### src/rtl/alu_pkg.sv
// alu_pkg: opcode map, FSM encoding and widths shared by the ALU port.
package alu_pkg;
   localparam int TAG_W = 4;
   localparam int CNT_W = 5;
   localparam logic [7:0] OP_PASS = 8'd0;
   localparam logic [7:0] OP_ADD  = 8'd1;
   localparam logic [7:0] OP_SUB  = 8'd2;
   localparam logic [7:0] OP_NEG  = 8'd3;
   localparam logic [7:0] OP_MUL  = 8'd4;
   localparam logic [7:0] OP_SHR  = 8'd5;
   localparam logic [7:0] OP_SHL  = 8'd6;
   localparam logic [7:0] OP_SAR  = 8'd7;
   localparam logic [7:0] OP_SAL  = 8'd8;
   localparam logic [7:0] OP_ROTR = 8'd9;
   localparam logic [7:0] OP_ROTL = 8'd10;
   localparam logic [7:0] OP_NOT  = 8'd11;
   localparam logic [7:0] OP_AND  = 8'd12;
   localparam logic [7:0] OP_OR   = 8'd13;
   localparam logic [7:0] OP_XOR  = 8'd14;
   localparam logic [7:0] OP_NAND = 8'd15;
   localparam logic [7:0] OP_NOR  = 8'd16;
   localparam logic [7:0] OP_XNOR = 8'd17;
   localparam logic [7:0] OP_LAST = OP_XNOR;
   typedef enum logic [1:0] {ST_IDLE, ST_EXEC, ST_DONE, ST_ILL} state_e;
   function automatic logic op_legal(input logic [7:0] op);
      return op <= OP_LAST;
   endfunction
endpackage

### src/rtl/alu32_2x2.sv
// alu32_2x2: combinational 32-bit ALU; fout = {overflow, carry, negative, zero}.
module alu32_2x2
   import alu_pkg::*;
(
   output logic [31:0] ql,
   output logic [31:0] qh,
   output logic [3:0]  fout,
   input  logic [31:0] a,
   input  logic [31:0] b,
   input  logic [7:0]  op
);
   logic [4:0]  sh;
   logic [5:0]  shc;
   logic [32:0] sum, dif;
   logic [63:0] prod;
   logic        c, v;
   assign sh   = b[4:0];
   assign shc  = 6'd32 - {1'b0, sh};
   assign sum  = {1'b0, a} + {1'b0, b};
   assign dif  = {1'b0, a} - {1'b0, b};
   assign prod = {32'd0, a} * {32'd0, b};
   always_comb begin
      ql = '0;
      qh = '0;
      c  = 1'b0;
      v  = 1'b0;
      case (op)
         OP_PASS: begin ql = a; qh = b; end
         OP_ADD:  begin ql = sum[31:0]; c = sum[32]; v = (a[31] == b[31]) & (sum[31] != a[31]); end
         // carry on subtract means no borrow
         OP_SUB:  begin ql = dif[31:0]; c = ~dif[32]; v = (a[31] != b[31]) & (dif[31] != a[31]); end
         OP_NEG:  begin ql = -a; v = a == 32'h8000_0000; end
         OP_MUL:  {qh, ql} = prod;
         OP_SHR:  ql = a >> sh;
         OP_SHL, OP_SAL: ql = a << sh;
         OP_SAR:  ql = 32'($signed(a) >>> sh);
         OP_ROTR: ql = (a >> sh) | (a << shc);
         OP_ROTL: ql = (a << sh) | (a >> shc);
         OP_NOT:  ql = ~a;
         OP_AND:  ql = a & b;
         OP_OR:   ql = a | b;
         OP_XOR:  ql = a ^ b;
         OP_NAND: ql = ~(a & b);
         OP_NOR:  ql = ~(a | b);
         OP_XNOR: ql = ~(a ^ b);
         default: ;
      endcase
   end
   assign fout = {v, c, ql[31], ql == '0};
endmodule

### src/rtl/alu_port.sv
// alu_port: valid/ready front-end that holds ALU operands for a settle window and registers the result.
module alu_port
   import alu_pkg::*;
#(
   parameter int SETTLE     = 8,
   parameter int MUL_SETTLE = 16
) (
   input  logic             clk,
   input  logic             rst,
   input  logic             req_valid,
   output logic             req_ready,
   input  logic [7:0]       req_op,
   input  logic [31:0]      req_a,
   input  logic [31:0]      req_b,
   input  logic [TAG_W-1:0] req_tag,
   output logic             rsp_valid,
   input  logic             rsp_ready,
   output logic [31:0]      rsp_ql,
   output logic [31:0]      rsp_qh,
   output logic [3:0]       rsp_flags,
   output logic [TAG_W-1:0] rsp_tag,
   output logic             rsp_exc
);
   localparam logic [CNT_W-1:0] LD     = CNT_W'(SETTLE - 1);
   localparam logic [CNT_W-1:0] LD_MUL = CNT_W'(MUL_SETTLE - 1);
   state_e             state, state_nx;
   logic [CNT_W-1:0]   cnt, cnt_nx;
   logic [31:0]        a_q, b_q, alu_ql, alu_qh;
   logic [7:0]         op_q;
   logic [TAG_W-1:0]   tag_q;
   logic [3:0]         alu_f;
   logic               space, accept, cap, ill;
   alu32_2x2 u_alu (
      .ql   (alu_ql),
      .qh   (alu_qh),
      .fout (alu_f),
      .a    (a_q),
      .b    (b_q),
      .op   (op_q)
   );
   assign space     = !rsp_valid | rsp_ready;
   assign req_ready = (state == ST_IDLE) & space;
   assign accept    = req_valid & req_ready;
   assign ill       = state == ST_ILL;
   assign cap       = (state == ST_DONE | ill) & space;
   always_comb begin
      state_nx = state;
      cnt_nx   = cnt;
      case (state)
         ST_IDLE: if (accept) begin
            state_nx = op_legal(req_op) ? ST_EXEC : ST_ILL;
            cnt_nx   = !op_legal(req_op) ? cnt : req_op == OP_MUL ? LD_MUL : LD;
         end
         ST_EXEC: begin
            state_nx = cnt == '0 ? ST_DONE : ST_EXEC;
            cnt_nx   = cnt == '0 ? cnt : cnt - 1'b1;
         end
         default: state_nx = space ? ST_IDLE : state;
      endcase
   end
   always_ff @(posedge clk) begin
      if (rst) begin
         state     <= ST_IDLE;
         cnt       <= '0;
         a_q       <= '0;
         b_q       <= '0;
         op_q      <= '0;
         tag_q     <= '0;
         rsp_valid <= 1'b0;
         rsp_ql    <= '0;
         rsp_qh    <= '0;
         rsp_flags <= '0;
         rsp_tag   <= '0;
         rsp_exc   <= 1'b0;
      end else begin
         state <= state_nx;
         cnt   <= cnt_nx;
         if (accept) begin
            a_q   <= req_a;
            b_q   <= req_b;
            op_q  <= req_op;
            tag_q <= req_tag;
         end
         // a load on the drain edge wins over the clear
         if (cap) begin
            rsp_valid <= 1'b1;
            rsp_ql    <= ill ? '0 : alu_ql;
            rsp_qh    <= ill ? '0 : alu_qh;
            rsp_flags <= ill ? '0 : alu_f;
            rsp_tag   <= tag_q;
            rsp_exc   <= ill;
         end else if (rsp_ready) begin
            rsp_valid <= 1'b0;
         end
      end
   end
endmodule
### config.mk
export PLATFORM = sky130hd
export DESIGN_NAME = alu_port
export DESIGN_NICKNAME = d
export VERILOG_FILES = /design/src/rtl/alu_pkg.sv /design/src/rtl/alu32_2x2.sv /design/src/rtl/alu_port.sv
export SDC_FILE = /design/constraint.sdc
export NUM_CORES = 2
export LEC_CHECK = 0
export BUFFER_PORTS_ARGS = -buffer_cell sky130_fd_sc_hd__buf_2
export CORE_ASPECT_RATIO = 1.75
export CORE_MARGIN = 3
export CORE_UTILIZATION = 30
export CTS_CLUSTER_SIZE = 28
export DETAILED_ROUTE_END_ITERATION = 16
export PLACE_DENSITY = 0.49
export SYNTH_ARGS = -nofsm -noshare
export SYNTH_HDL_FRONTEND = slang
export SYNTH_SLANG_ARGS = --single-unit
### constraint.sdc
create_clock -name clk -period 22.9 [get_ports clk]
set_input_delay 1.145 -clock clk [delete_from_list [all_inputs] [get_ports clk]]
set_output_delay 1.145 -clock clk [all_outputs]
set_load 0.02 [all_outputs]
After elaboration in Yosys (flattened, before gate mapping)
Index checks and enable logic that the tools add are counted.
Word-level totals
  register bits: 157
  bits of input ports: 80
  word-level logic and storage cells: 100
Cells by class
  add/sub/neg operators: 5
  multipliers: 1
  magnitude comparators: 1
  equal/unequal tests: 29
  shift-type cells: 5
  muxes and demuxes: 19
  bitwise logic cells: 17
  reductions and logical operators: 11
Operator list (number)
  $pmux 32 s17: 1
  $not 32->32: 4
  $or 32x32->32: 3
  $eq 8x4->1 const B: 8
  $mul 32x32->64: 1
  $mux 32: 2
  $pmux 32 s2: 1
  $eq 8x3->1 const B: 5
  $add 32x32->33: 1
  $sub 32x32->33: 1
  $and 32x32->32: 1
  $eq 32x32->1 const B: 1
  $logic_not 32->1: 1
  $neg 32->32: 1
  $shl 32x5->32: 1
  $shl 32x6->32: 1
  $shr 32x5->32: 1
  $shr 32x6->32: 1
  $sshr 32x5->32: 1
  $xor 32x32->32: 1
  $eq 8x2->1 const B: 2
  $eq 8x5->1 const B: 2
  $mux 5: 3
  $pmux 5 s2: 1
  28 further kinds: 43

Depth between registers and ports, before layout
  depth after elaboration: 6
  gate-level depth with buffers: 36
  mapped depth without buffers: 30

By module
Synthesis repeated with hierarchy kept, for this count alone.
Unflattened totals
  cell total of the unflattened synthesis: 6748
  area total of the unflattened synthesis: 52982.1 µm²
By module, submodules not included
  alu32_2x2: times used 1, cells an instance 6036, area each 47098.9 µm², sequential area each 0.0 µm²
  alu_port: times used 1, cells an instance 712, area each 5883.1 µm², sequential area each 3143.0 µm²

Least setup slack after synthesis
Ideal clock, no wire load.
  kind: register to register
  from: reg b_q[4]
  to: reg rsp_flags[0]
  setup time: 69 ps
  arrival time: 8929 ps
  data required time: 22831 ps
  setup slack: 13902 ps
  cell stages (with the launch flop): 33
  buffers on the path: 9
  period minus slack after synthesis: 8998 ps
  cells stage by stage: dfxtp_1 buf_2 clkbuf_1 buf_2 clkbuf_1 buf_2 buf_2 buf_2 buf_1 nand2_1 fa_1 inv_1 fa_1 inv_1 fa_1 fa_1 inv_1 fa_1 fa_1 fa_1 fa_1 ha_1 clkbuf_1 nand2_1 nor2_1 nand2_1 o41ai_1 mux2i_1 o2111ai_1 o31ai_1 o21ai_0 or4_1 o21ai_1
Between the ends
  longest elaborated chain between the ends: 6
  elaborated cells between the ends (all ways): 20
  those cells by class: 3 x add/sub; 1 x mul; 5 x shift; 2 x mux; 8 x bitwise; 1 x reduce/logical
Ends and longest elaborated chain
  from (decl): line alu_port.sv:28  | logic [31:0] a_q, b_q, alu_ql, alu_qh;
  from (signal assigned): line alu_port.sv:80  | b_q <= req_b;
  parallel branches: the longest is 3 deep, another holds $mul 32x32->64
  $pmux 32 s17 (*): line alu32_2x2.sv:27  | case (op)
  $logic_not 32->1 (*): line alu32_2x2.sv:49  | assign fout = {v, c, ql[31], ql == '0};
  $mux 4 (*): line alu_port.sv:89  | rsp_flags <= ill ? '0 : alu_f;
  to (signal assigned): line alu_port.sv:89
  to (decl): line alu_port.sv:20  | output logic [3:0] rsp_flags,
Mark *: on every way between the ends.
A chain may end at the register's enable or synchronous reset.

Final worst setup path
  from: reg b_q[6]
  to: reg rsp_qh[28]
Between the ends
  longest elaborated chain between the ends: 3
Ends and longest elaborated chain
  $mul 32x32->64: line alu32_2x2.sv:21  | assign prod = {32'd0, a} * {32'd0, b};
  $pmux 32 s2: line alu32_2x2.sv:27
  $mux 32: line alu_port.sv:88  | rsp_qh <= ill ? '0 : alu_qh;
  to (signal assigned): line alu_port.sv:88
  to (decl): line alu_port.sv:19  | output logic [31:0] rsp_qh,
Every way passes these cells.

==> qor.yml <==
status: "finished with violations"
violations: "capacitance limit, slew limit"
gp_congestion: 1.10
synth_edf_count: 0
synth_cells: 6767
antenna_found_initial: 77
initial_core_util: 0.302
io_buffers: 154
skew_ns: 0.0848
critPathArrivalTime_ns: 11.46
finalSetupTns_ns: 0
synth.distinct_cells: 101
root_buffer: "clkbuf_16"
wl_per_cell_um: 44.6
r2r_slack_ns: 11.83
fin_crit_sh: 0.483
crit_path_top_delay_cell: "ha_1"
grt_pass1_vias: 59700
start_kind: "flop"
hp-class: "flop to flop"
grt_use_total: 0.431
coreArea_mm2: 0.183
maxCapViolations: 6
cts_buffer_depth: 2
min_period_ns: 11.07
hold_violations: 0
r2r-end: "rsp_qh[28]"
required_ns: 23.29
synth_area_per_cell_um2: 8.19
synth_top_family_by_area: "adder cells"
synth_nets: 8108
dr.first_iter.drc_count: 7257
die_h_um: 575
cts.sinks: 156
cts_tree: "done"
pre_cts_ws_ns: 12.36
tightest_slew_ns: 1.72
ys_seq_area_frac: 0.0564
synthXorXnorAreaFrac: 0.0133
ys_ff_latch: 156
drc: 0
switching_share: 0.667
worst_slack_ns: 11.83
clock.fmax_ghz: 0.0903
clock_latency_ns: 0.59
drtAntennaViolNets: 0
ys_top_cells_by_area: "fa_1 (32%), ha_1 (8.2%), nand2_1 (6.5%)"
rr_worst_depth: 25
p_int_mw: 1.48
synth-simple-area-share: 0.181
synth_warnings: 0
yosysTopAreaCellShare: 0.324
synthMuxAreaShare: 0.0889
fin_cells: 9173
r2r_start: "b_q[6]"
layout.nets: 8046
maxSlewViolCount: 10
peakVddDrop_uv: 49.4
cts_setup_buffers: 0
maxSlewHeadroom: -0.158
syn_to_final_growth_pct: 9.04
multiInputGateArea_mm2: 0.0467
cts_resized: 0
numCtsBuffers: 17
fillers: 19600
cp_num_buf_inv: 4
crit_cells: 25
cpMostUsedCell: "fa_1"
ctsHtreeMaxLevel: 4
finalSetupViolations: 0
total_leakage_power_nw: 25.5
grt_pass1_wl_um: 547000
path_class: "flop to flop"
combPwrFrac: 0.838
drive_above_1_share: 0.131
synth_top_area_cell: "fa_1"
p_per_area_mw_per_mm2: 73.7
async_flop_share: 0
dp.cells: 9093
rsz0062_at_grt: "false"
rows: 208
crit_path_end: "rsp_qh[28]"
seqPwrFrac: 0.086
cp_max_fo: 15
end_kind: "flop"
cts.reportedPaths.clkPinSlew_ns: 0.09
synth_compound_area_frac: 0.147
grt_overflow_total: 0
vias: 58600
via_per_inst: 6.39
crit_path_max_incr_delay_ns: 1.25
dr.pass1.iters: 8
netlist_area_mm2: 0.0554
ys.flop_type: "dfxtp_1"
startpoint: "b_q[6]"
dieArea_mm2: 0.190
switching_power_mw: 2.97
drt-total-wl_um: 409000
hpwl_um: 307000
grt_max_degree: 103
io_pins: 155
die_x_um: 331
crit_family: "adder cells"
clkPwrFrac: 0.076
synth_fa_ha_area_frac: 0.406
cts-hold-fix-buffers: 0
regArea_mm2: 0.00318
-- tightest hold or removal path: stages (launching register included) --
cell,delay (ns)
dfxtp_2,0.32
nand2_1,0.05
a21oi_1,0.05
-- metal layers --
metal,global-route usage,wire [um]
met2,0.668,186000
met4,0.464,57100
met5,0.000256,356
met3,0.160,39500
met1,0.422,126000
-- Yosys cell counts (all sizes together) (23+ instances only) --
| cell | instances |
|---|---|
| a21oi | 289 |
| nand2b | 54 |
| mux2 | 54 |
| or3 | 29 |
| dfxtp | 156 |
| nand2 | 960 |
| nor4 | 61 |
| o22ai | 49 |
| ha | 363 |
| xnor2 | 61 |
| mux4 | 155 |
| a22oi | 78 |
| nand3 | 105 |
| a2111oi | 26 |
| nor2b | 33 |
| clkbuf | 374 |
| o31ai | 31 |
| nor3 | 115 |
| o21ai | 189 |
| nand4 | 47 |
| xor2 | 23 |
| inv | 943 |
| fa | 898 |
| a31oi | 30 |
| a211oi | 63 |
| buf | 172 |
| mux2i | 77 |
| and2 | 26 |
| a221oi | 24 |
| nor2 | 733 |
| o211ai | 55 |
| a21o | 47 |
| o221ai | 28 |
| and3 | 28 |
| o2111ai | 23 |
-- state kept, by name, summed over array words and instances, names as in the netlist --
signal,flops
a_q,32
b_q,32
cnt,5
op_q,8
rsp_exc,1
rsp_flags,4
rsp_qh,32
rsp_ql,31
rsp_tag,4
rsp_valid,1
state,2
tag_q,4
-- worst min-delay path by stage --
stage / cells after the start / slack (ns) / endpoint / startpoint
6_report: 2 / 0.46 / a_q[18] / a_q[18]
2_1_floorplan: 2 / 0.42 / cnt[4] / cnt[4]
5_1_grt: 2 / 0.48 / tag_q[0] / tag_q[0]
3_3_place_gp: 2 / 0.44 / rsp_qh[13] / rsp_qh[13]
3_5_place_dp: 2 / 0.44 / rsp_qh[15] / rsp_qh[15]
4_1_cts: 2 / 0.46 / a_q[18] / a_q[18]
-- cells in the final DEF, fill, tap and decap left out, drive strengths merged, types with 33 or more instances in the layout --
| master | synthesis | layout |
|---|---|---|
| xnor2 | 61 | 61 |
| a21o | 47 | 47 |
| nor2 | 733 | 733 |
| nand4 | 47 | 47 |
| nor4 | 61 | 61 |
| ha | 363 | 363 |
| inv | 943 | 949 |
| dfxtp | 156 | 156 |
| nand2b | 54 | 54 |
| o211ai | 55 | 55 |
| fa | 898 | 898 |
| nand2 | 960 | 960 |
| mux2i | 77 | 77 |
| a21oi | 289 | 289 |
| nand3 | 105 | 105 |
| nor2b | 33 | 33 |
| o22ai | 49 | 49 |
| mux4 | 155 | 155 |
| mux2 | 54 | 54 |
| o21ai | 189 | 189 |
| nor3 | 115 | 115 |
| a22oi | 78 | 78 |
| a211oi | 63 | 63 |
| diode | 0 | 40 |
| buf | 172 | 462 |
-- layout make-up --
class,instances,share of cell area
diodes,40,0.00166
inverters,962,0.0598
clock inverters,12,0.00234
repair buffers,465,0.0531
multi-input cells,5103,0.773
flip-flops and latches,156,0.0526
clock buffers,20,0.00758
well taps,2415,0.0500
-- cell families after synthesis --
kind of cell / after synthesis
muxes: 286
DFF: 156
xor gates and xnor gates: 84
buffers and inverters: 1508
AOI/OAI and AO/OA: 1185
and+or+nand+nor: 2287
adders and majority gates: 1261
-- power by group through the flow --
stage	logic [mW]	registers [mW]	clock network, mW
final	3.73	0.383	0.339
after global routing	3.79	0.384	0.355
after CTS	3.48	0.379	0.344
after detailed placement	3.46	0.385	0
after global placement	3.48	0.385	0
after floorplan	1.86	0.351	0
-- metrics by stage --
stage           util  hold slack (ns)  total power, mW  cell area (um2)
2_1_floorplan      -            0.423             2.21            55400
3_3_place_gp   0.324            0.438             3.87            59500
3_5_place_dp   0.324            0.443             3.85            59500
4_1_cts        0.328            0.458             4.20            60100
5_1_grt        0.329            0.478             4.53            60300
6_report       0.329            0.456             4.45            60400
Note: power is estimated with default switching activity, not from simulation.
